### src/rtl/lsu_pkg.sv
// Shared types and helpers for the load/store bus master.
// Latency: n/a (package only).
// Backpressure: n/a (package only).
package lsu_pkg;

    // Select encodings; these mirror the core's memory-stage macro definitions.
    localparam logic [2:0] LOAD_SEL_LB   = 3'd0;
    localparam logic [2:0] LOAD_SEL_LH   = 3'd1;
    localparam logic [2:0] LOAD_SEL_LW   = 3'd2;
    localparam logic [2:0] LOAD_SEL_LBU  = 3'd4;
    localparam logic [2:0] LOAD_SEL_LHU  = 3'd5;

    localparam logic [1:0] STORE_SEL_SB  = 2'd0;
    localparam logic [1:0] STORE_SEL_SH  = 2'd1;
    localparam logic [1:0] STORE_SEL_SW  = 2'd2;

    typedef enum logic [2:0] {
        ST_IDLE  = 3'd0,
        ST_REQ0  = 3'd1,
        ST_WAIT0 = 3'd2,
        ST_REQ1  = 3'd3,
        ST_WAIT1 = 3'd4,
        ST_RESP  = 3'd5
    } state_t;

    // Per-transaction control captured at accept time.
    typedef struct packed {
        logic       we;
        logic [2:0] load_sel;
        logic [1:0] off;
        logic [2:0] size;   // 0 marks an invalid select code
        logic       split;
    } meta_t;

    // Access size in bytes; 0 for an unknown select code.
    function automatic logic [2:0] size_of(input logic       we,
                                           input logic [2:0] load_sel,
                                           input logic [1:0] store_sel);
        logic [2:0] sz;
        sz = 3'd0;
        if (we) begin
            case (store_sel)
                STORE_SEL_SB: sz = 3'd1;
                STORE_SEL_SH: sz = 3'd2;
                STORE_SEL_SW: sz = 3'd4;
                default:      sz = 3'd0;
            endcase
        end else begin
            case (load_sel)
                LOAD_SEL_LB, LOAD_SEL_LBU: sz = 3'd1;
                LOAD_SEL_LH, LOAD_SEL_LHU: sz = 3'd2;
                LOAD_SEL_LW:               sz = 3'd4;
                default:                   sz = 3'd0;
            endcase
        end
        return sz;
    endfunction

    // Right-justified byte mask for a given size.
    function automatic logic [3:0] be_mask(input logic [2:0] size);
        logic [3:0] m;
        case (size)
            3'd1:    m = 4'b0001;
            3'd2:    m = 4'b0011;
            3'd4:    m = 4'b1111;
            default: m = 4'b0000;
        endcase
        return m;
    endfunction

    // Mask shifted across a two-word window: [3:0] first word, [7:4] second word.
    function automatic logic [7:0] be_span(input logic [3:0] mask, input logic [1:0] off);
        return {4'b0000, mask} << off;
    endfunction

    // Store data shifted across a two-word window: [31:0] first word, [63:32] second.
    function automatic logic [63:0] lane_shl(input logic [31:0] data, input logic [1:0] off);
        return {32'd0, data} << {off, 3'b000};
    endfunction

    // Load data pulled down from the two-word window so the addressed byte sits at bit 0.
    function automatic logic [31:0] lane_shr(input logic [31:0] word1,
                                             input logic [31:0] word0,
                                             input logic [1:0]  off);
        logic [63:0] t;
        t = {word1, word0} >> {off, 3'b000};
        return t[31:0];
    endfunction

endpackage

### src/rtl/lsu_load_align.sv
// Aligns the captured bus word(s) and extends the load result.
// Latency: combinational.
// Backpressure: none; output follows inputs.
module lsu_load_align
    import lsu_pkg::*;
(
    input  logic [31:0] word0,
    input  logic [31:0] word1,
    input  logic [1:0]  off,
    input  logic [2:0]  load_sel,
    output logic [31:0] rdata
);

    logic [31:0] raw;

    // Shift the addressed bytes to bit 0, then sign- or zero-extend by select.
    always_comb begin
        raw = lane_shr(word1, word0, off);
        case (load_sel)
            LOAD_SEL_LB:  rdata = {{24{raw[7]}},  raw[7:0]};
            LOAD_SEL_LH:  rdata = {{16{raw[15]}}, raw[15:0]};
            LOAD_SEL_LW:  rdata = raw;
            LOAD_SEL_LBU: rdata = {24'd0, raw[7:0]};
            LOAD_SEL_LHU: rdata = {16'd0, raw[15:0]};
            default:      rdata = 32'd0;
        endcase
    end

endmodule

### src/rtl/lsu_bus_master.sv
// Core load/store to word bus initiator; splits word-crossing accesses.
// Latency: accept->rsp 2 (store) / 3 (load), split 3 / 5, plus grant/rvalid stalls.
// Backpressure: req_ready only in IDLE; bus outputs held until bus_gnt.
module lsu_bus_master
    import lsu_pkg::*;
#(
    parameter int ADDR_W = 32
) (
    input  logic              clk,
    input  logic              rst_n,
    input  logic              req_valid,
    output logic              req_ready,
    input  logic              req_we,
    input  logic [ADDR_W-1:0] req_addr,
    input  logic [31:0]       req_wdata,
    input  logic [2:0]        load_sel,
    input  logic [1:0]        store_sel,
    output logic              rsp_valid,
    output logic [31:0]       rsp_rdata,
    output logic              busy,
    output logic              bus_req,
    input  logic              bus_gnt,
    output logic [ADDR_W-1:0] bus_addr,
    output logic              bus_we,
    output logic [3:0]        bus_be,
    output logic [31:0]       bus_wdata,
    input  logic              bus_rvalid,
    input  logic [31:0]       bus_rdata
);

    state_t              state_q, state_d;
    logic [ADDR_W-3:0]   waddr_q;
    logic [31:0]         wdata_q;
    logic [31:0]         word0_q, word1_q;
    meta_t               meta_q, meta_acc;
    logic                accept;
    logic [3:0]          span_sum;
    logic [7:0]          be_win;
    logic [63:0]         wdata_win;
    logic [31:0]         align_rdata;

    assign accept = (state_q == ST_IDLE) && req_valid;

    // Decode the incoming request into the control bundle stored at accept.
    always_comb begin
        meta_acc          = '0;
        meta_acc.we       = req_we;
        meta_acc.load_sel = load_sel;
        meta_acc.off      = req_addr[1:0];
        meta_acc.size     = size_of(req_we, load_sel, store_sel);
        span_sum          = {2'b00, req_addr[1:0]} + {1'b0, meta_acc.size};
        meta_acc.split    = (span_sum > 4'd4);
    end

    // State register; reset abandons any transaction in flight.
    always_ff @(posedge clk or negedge rst_n) begin
        if (!rst_n) begin
            state_q <= ST_IDLE;
        end else begin
            state_q <= state_d;
        end
    end

    // Next-state: walk the one or two bus accesses, then a single response cycle.
    always_comb begin
        state_d = state_q;
        case (state_q)
            ST_IDLE: begin
                if (req_valid) begin
                    state_d = (meta_acc.size == 3'd0) ? ST_RESP : ST_REQ0;
                end
            end
            ST_REQ0: begin
                if (bus_gnt) begin
                    if (meta_q.we) begin
                        state_d = meta_q.split ? ST_REQ1 : ST_RESP;
                    end else begin
                        state_d = ST_WAIT0;
                    end
                end
            end
            ST_WAIT0: begin
                if (bus_rvalid) begin
                    state_d = meta_q.split ? ST_REQ1 : ST_RESP;
                end
            end
            ST_REQ1: begin
                if (bus_gnt) begin
                    state_d = meta_q.we ? ST_RESP : ST_WAIT1;
                end
            end
            ST_WAIT1: begin
                if (bus_rvalid) begin
                    state_d = ST_RESP;
                end
            end
            ST_RESP:  state_d = ST_IDLE;
            default:  state_d = ST_IDLE;
        endcase
    end

    // Request capture at accept; read words captured only in their WAIT state.
    always_ff @(posedge clk or negedge rst_n) begin
        if (!rst_n) begin
            waddr_q <= '0;
            wdata_q <= '0;
            meta_q  <= '0;
            word0_q <= '0;
            word1_q <= '0;
        end else begin
            if (accept) begin
                waddr_q <= req_addr[ADDR_W-1:2];
                wdata_q <= req_wdata;
                meta_q  <= meta_acc;
                word0_q <= '0;
                word1_q <= '0;
            end
            if ((state_q == ST_WAIT0) && bus_rvalid) begin
                word0_q <= bus_rdata;
            end
            if ((state_q == ST_WAIT1) && bus_rvalid) begin
                word1_q <= bus_rdata;
            end
        end
    end

    assign be_win    = be_span(be_mask(meta_q.size), meta_q.off);
    assign wdata_win = lane_shl(wdata_q, meta_q.off);

    // Bus outputs decoded from state and registered request only, so they hold until grant.
    always_comb begin
        bus_req   = 1'b0;
        bus_addr  = '0;
        bus_we    = 1'b0;
        bus_be    = 4'b0000;
        bus_wdata = 32'd0;
        case (state_q)
            ST_REQ0: begin
                bus_req   = 1'b1;
                bus_addr  = {waddr_q, 2'b00};
                bus_we    = meta_q.we;
                bus_be    = be_win[3:0];
                bus_wdata = wdata_win[31:0];
            end
            ST_REQ1: begin
                bus_req   = 1'b1;
                bus_addr  = {waddr_q, 2'b00} + ADDR_W'(4);
                bus_we    = meta_q.we;
                bus_be    = be_win[7:4];
                bus_wdata = wdata_win[63:32];
            end
            default: ;
        endcase
    end

    lsu_load_align u_align (
        .word0    (word0_q),
        .word1    (word1_q),
        .off      (meta_q.off),
        .load_sel (meta_q.load_sel),
        .rdata    (align_rdata)
    );

    assign req_ready = (state_q == ST_IDLE);
    assign busy      = !req_ready;
    assign rsp_valid = (state_q == ST_RESP);
    assign rsp_rdata = (rsp_valid && !meta_q.we) ? align_rdata : 32'd0;

endmodule
### config.mk
export PLATFORM = sky130hd
export DESIGN_NAME = lsu_bus_master
export DESIGN_NICKNAME = d
export VERILOG_FILES = /design/src/rtl/lsu_pkg.sv /design/src/rtl/lsu_load_align.sv /design/src/rtl/lsu_bus_master.sv
export SDC_FILE = /design/constraint.sdc
export NUM_CORES = 1
export LEC_CHECK = 0
export ABC_AREA = 1
export BUFFER_PORTS_ARGS = -buffer_cell sky130_fd_sc_hd__buf_4
export CAP_MARGIN = 20
export CORE_MARGIN = 2
export CORE_UTILIZATION = 45
export DETAILED_ROUTE_END_ITERATION = 16
export GPL_TIMING_DRIVEN = 1
export HOLD_SLACK_MARGIN = 0.05
export PLACE_DENSITY = 0.72
export SLEW_MARGIN = 20
export SYNTH_ARGS = -nofsm -noshare
export SYNTH_HDL_FRONTEND = slang
export SYNTH_SLANG_ARGS = --single-unit
### constraint.sdc
create_clock -name clk -period 1.7 [get_ports clk]
set_input_delay 0.255 -clock clk [delete_from_list [all_inputs] [get_ports clk]]
set_output_delay 0.255 -clock clk [all_outputs]
set_load 0.05 [all_outputs]
Word-level counts from Yosys, hierarchy flattened
Index checks and enable logic that the tools add are counted.

word-level totals
  logic and storage cells = 80
  bits in registers = 139

operators by class
  mux-type cells = 24
  reductions and logical operators = 17
  shift-type cells = 3
  $lt $le $gt $ge = 1
  eq/ne operators = 23
  add/subtract/negate cells = 2

operator list
  operator                                                               number
  32-bit one-hot mux with 5 select lines                                 1
  32-bit 2-to-1 mux                                                      4
  32-bit one-hot mux with 2 select lines                                 2
  32-bit by 5-bit << shifter with 64-bit output                          1
  64-bit by 5-bit right shift with 32-bit output                         1
  32-bit by 3-bit adder with 32-bit output (second input constant)       1
  3-bit 2-to-1 mux                                                       9
  3-bit == test (second input constant)                                  7
  3-bit one-hot mux with 3 select lines                                  2
  3-bit by 2-bit == test with 1-bit output (second input constant)       5
  3-bit one-hot mux with 5 select lines                                  1
  3-bit by 1-bit == test with 1-bit output (second input constant)       4
  3-bit zero test                                                        4
  4-bit one-hot mux with 3 select lines                                  1
  2-bit inequality test (second input constant)                          5
  4-bit one-hot mux with 2 select lines                                  1
  4-bit by 2-bit << shifter with 8-bit output                            1
  2-bit OR reduction                                                     3
  5-bit AND reduction                                                    1
  2-bit by 3-bit adder with 4-bit output                                 1
  4-bit by 3-bit > comparator with 1-bit output (second input constant)  1
  1-bit logical AND                                                      4
  2-bit nonzero test                                                     2
  1-bit 2-to-1 mux                                                       3
  other kinds (4)                                                        5

Depth between registers and ports, before layout
  word-level depth = 8
  gate-level depth with buffers = 11

By module
Synthesis repeated with hierarchy kept, for this count alone.

unflattened totals
  cell total of the unflattened synthesis = 1429
  area total of the unflattened synthesis = 9356.5 um^2

modules (own cells, without submodules)
  module          area each (um^2)  cells each  times used  sequential area each (um^2)
  lsu_bus_master  7928.9            1116        1           3478.3
  lsu_load_align  1427.6            313         1           0.0

Worst setup path after synthesis
OpenSTA, ideal clock, no wires.

  kind = reg-to-output
  start = reg state_q[0]
  end = out bus_addr[5]
  data required time = 1445 ps
  buffers on the path = 0
  setup slack = -928 ps
  stages on the path, launching flop included = 5
  arrival time = 2373 ps
  cells stage by stage = dfrtp_1 inv_1 nor2_2 inv_1 nor3_1

on the way
  cells in the longest elaborated chain, start to end = 2

RTL lines
  what                                                                                                  line                   RTL
  from (decl)                                                                                           lsu_bus_master.sv:31   state_t state_q, state_d;
  from (signal assigned)                                                                                lsu_bus_master.sv:60   state_q <= state_d;
  3-bit by 2-bit == test with 1-bit output or 3-bit by 1-bit == test with 1-bit output (tied branches)  lsu_bus_master.sv:137  case (state_q)
  32-bit one-hot mux with 2 select lines *                                                              lsu_bus_master.sv:137
  to (decl)                                                                                             lsu_bus_master.sv:23   output logic [ADDR_W-1:0] bus_addr,

Mark *: on every way between the ends. The rest lies on a longest branch, timed or not.

Worst setup path after layout
  start = reg meta_q[4] (netlist name)
  end = out rsp_rdata[18]

on the way
  cells in the longest elaborated chain, start to end = 3

RTL lines
  what                                            line                   RTL
  from (decl)                                     lsu_bus_master.sv:35   meta_t meta_q, meta_acc;
  from (signal assigned)                          lsu_bus_master.sv:114  meta_q <= meta_acc;
  64-bit by 5-bit right shift with 32-bit output  lsu_pkg.sv:86          t = {word1, word0} >> {off, 3'b000};
  32-bit one-hot mux with 5 select lines          lsu_load_align.sv:19   case (load_sel)
  32-bit 2-to-1 mux                               lsu_bus_master.sv:167  assign rsp_rdata = (rsp_valid && !meta_q.we) ? align_rdata : 32'd0;
  to (decl)                                       lsu_bus_master.sv:19   output logic [31:0] rsp_rdata,

No other way between the ends.

==> metrics.md <==
| Metric | Value |
|---|---|
| Arrival @ worst endpoint | `2.25 ns` |
| Vias/cell | `5.948` |
| CP max FO | `8` |
| Worst path bufs/invs | `5` |
| Post-synthesis mux area share | `0.004703` |
| Warning count from the yosys run | `0` |
| Number of max-cap violations | `0` |
| Distinct cells, synth | `35` |
| Pre-antenna DRT Iters | `8` |
| Dominant cell type by area after synthesis | `dfrtp_1` |
| Rows | `50` |
| Total Routed Length | `41.35 mm` |
| Iteration-0 DRC count of the detailed router | `1378` |
| Worst setup SP type | `register` |
| Share of async-settable or async-resettable flops after synthesis | `1.000` |
| DRT antenna net count | `0` |
| PD cells | `2029 mW/mm2` |
| Root Buffer | `clkbuf_16` |
| Min Tclk post-route | `2.504 ns` |
| # H-tree levels | `4` |
| Largest family of logic cells by synthesized area | `simple AND/OR/NAND/NOR gates` |
| FILL cells | `1028` |
| Sequential Power Share | `0.193` |
| Pleak | `7.350 nW` |
| Peak supply drop | `1.739 mV` |
| Pint | `0.01536 W` |
| Fin Hold WS | `0.05727 ns` |
| Clock Pin Slew Worst Setup and Hold Paths | `0.06 ns` |
| GRT overflow | `0` |
| Clock Power Share | `0.128` |
| Post-synthesis xor/xnor area fraction | `0.001029` |
| # diodes | `0` |
| Share of cells above drive strength 1 | `0.4314` |
| Required @ worst endpoint | `1.44 ns` |
| Worst path max stage delay | `0.54 ns` |
| Non-filler cells, final | `1961` |
| Post-synthesis compound-gate area fraction | `0.1711` |
| Final Max Slew Viols | `0` |
| Post-synth top cells | `nand2_1 (485), inv_1 (160), dfrtp_1 (131), o21ai_0 (115), nand3_1 (83)` |
| Sequential fraction of the synthesis area | `0.3851` |
| Unrepaired setup endpoints after global routing | `yes` |
| Max Buffers Root-to-Sink | `2` |
| Synth Area in Simple Gates | `0.3147` |
| Multi-input logic area | `0.005819 mm2` |
| Area grow syn2layout | `81.86%` |
| Synth Area in Adders | `0.006761` |
| Critical Path Sink Type | `primary output` |
| CP delay by family, top | `buffers and inverters` |
| I/O Buffers | `209` |
| Most numerous cell in the Yosys netlist | `nand2_1` |
| Period Utilization, post-route | `1.473` |
| Failing checks | `setup timing` |
| Switch share | `0.5113` |
| CP Class | `register to primary output` |
| Run status | `complete, but fails checks` |
| Vias in the first global route | `9994` |
| Most used cell, CP | `buf_6` |
| GP Congestion | `0.9580` |
| Synth top area cells | `dfrtp_1 (39%), nand2_1 (21%), inv_1 (7.1%)` |
| IO Count | `212` |
| Final worst slack | `-0.8043 ns` |
| CP max-delay cell | `dfrtp_4` |
| DR WL/cell | `21.08 um` |
| Cells after DPL | `1819` |
| Synth top area share | `0.3851` |
| Setup TNS Final | `-74.70 ns` |
| Pwr Total | `0.03142 W` |
| Clock tree from TritonCTS | `yes` |
| Total track usage | `0.3210` |
| Register area | `0.003291 mm2` |
| FF+latch count, synth | `131` |
| Clock sink count | `131` |
| Die Area | `0.02004 mm2` |
| Die width | `141.5 um` |
| Residual DRC | `0` |
| DR vias | `11664` |
| Hold Vio Cnt, Final | `0` |
| Max Fclk | `0.3993 GHz` |
| Syn Area/Cell | `6.539 um2` |
| Sequence of cells on the critical path | `buf_6, o211ai_1, buf_4, nand3_4, clkbuf_16, nand3_2, nand2_1, inv_1, buf_6` |
| HPWL Detailed | `22.55 mm` |
| Comb power frac | `0.679` |
| Pin count of the biggest net entering global routing | `61` |
| Clk_skew | `0.008503 ns` |
| Mapped Area | `0.008513 mm2` |
| First-pass GRT wire length | `50.72 mm` |
| Worst min path class | `input pin to register` |
| Die Ht | `141.5 um` |
| Sw power | `0.01606 W` |
| Setup violators final | `231` |
| Post-synth EDFFs | `0` |
| Syn Inst Count | `1302` |
| Core area | `0.01864 mm2` |
| Top FF cell, synth | `dfrtp_1` |
| Clk Latency, worst-skew pair | `0.43 ns` |
| Initial Utilization | `0.4566` |
| Antenna violations before repair | `0` |
| NumNets Final | `1825` |
| Total CTS buffers | `17` |
[flip-flops by register name (all words and copies together) (netlist names)]
| name | count |
|---|---|
| wdata_q | 32 |
| word0_q | 32 |
| waddr_q | 30 |
| word1_q | 24 |
| meta_q | 10 |
| state_q | 3 |
[final cells by class]
type                            instances  share of cell area
Tap cell                              234             0.01891
Clock inverter                         11            0.009698
Multi-Input combinational cell        935              0.3759
Inverter                              166             0.04784
Timing Repair inverter                  5            0.003798
Timing Repair Buffer                  458              0.3003
Clock buffer                           21             0.03103
Sequential cell                       131              0.2125
[cell families after synthesis]
kind of cell	count (synthesis)
AND/OR/NAND/NOR	670
AO/OA/AOI/OAI	254
buffers and inverters	237
flip-flops	131
adder cells (fa/ha/maj)	4
multiplexers	4
other	1
XOR/XNOR	1
[power by group through the flow]
stage | registers [W] | logic, W | clock network [W]
finish | 0.00607 | 0.0213 | 0.00401
detailed placement | 0.00575 | 0.0158 | 0
floorplan | 0.00543 | 0.0107 | 0
CTS | 0.00580 | 0.0175 | 0.00395
global placement | 0.00571 | 0.0156 | 0
global route | 0.00613 | 0.0223 | 0.00412
[final timing paths]
check,from,endpoint,slack (ns),cells after the start
setup / recovery,meta_q[4],rsp_rdata[18],-0.80,9
hold / removal,req_wdata[4],wdata_q[4],0.06,3
setup reg to reg,state_q[1],wdata_q[9],-0.23,12
hold reg to reg,word0_q[4],word0_q[4],0.52,2
max in group asynchronous,rst_n,waddr_q[15],0.76,3
min in group asynchronous,rst_n,word1_q[13],0.32,2
[cell usage in the layout (no fill, tap or decap), types with 41 or more instances in the layout]
master,n
buf_4,244
nand2_1,408
inv_1,133
dfrtp_1,123
nand2_2,59
dlygate4sd3_1,43
o21ai_0,58
o22ai_1,41
nand3_1,45
buf_6,100
[stage by stage]
stage / area [um2] / utilization / setup slack (ns)
final: 15480 / 0.8305 / -0.8043
after global routing: 15480 / 0.8305 / -0.8491
after CTS: 13900 / 0.7456 / -0.6620
after detailed placement: 12000 / 0.6438 / -0.3439
after global placement: 12000 / 0.6438 / -0.2819
after floorplan: 9345 / - / -0.3675
[routing by layer]
metal	share of wire	GRT usage	vias to the layer above	wire [um]
met2	0.48	0.5519	886	20030
met5	0	0	-	0
met4	0.066	0.1100	0	2743
li1	-	-	5014	-
met1	0.36	0.4057	5483	14800
met3	0.091	0.06244	281	3769
[tightest hold or removal path: cells and delay by family]
family	cells	cell delay, ns
and+or+nand+nor	1	0.04
AOI/OAI and AO/OA	1	0.06
buffers and inverters	1	0.09
[what timing repair did]
action	CTS	global route
hold buffers	42	1
hold endpoints to repair	69	1
buffers inserted	17	41
endpoints found under the setup margin	182	228
gates cloned	3	8
pin swaps	27	64
resized for setup	210	283
No activity file was read; power rests on OpenSTA's default activity.
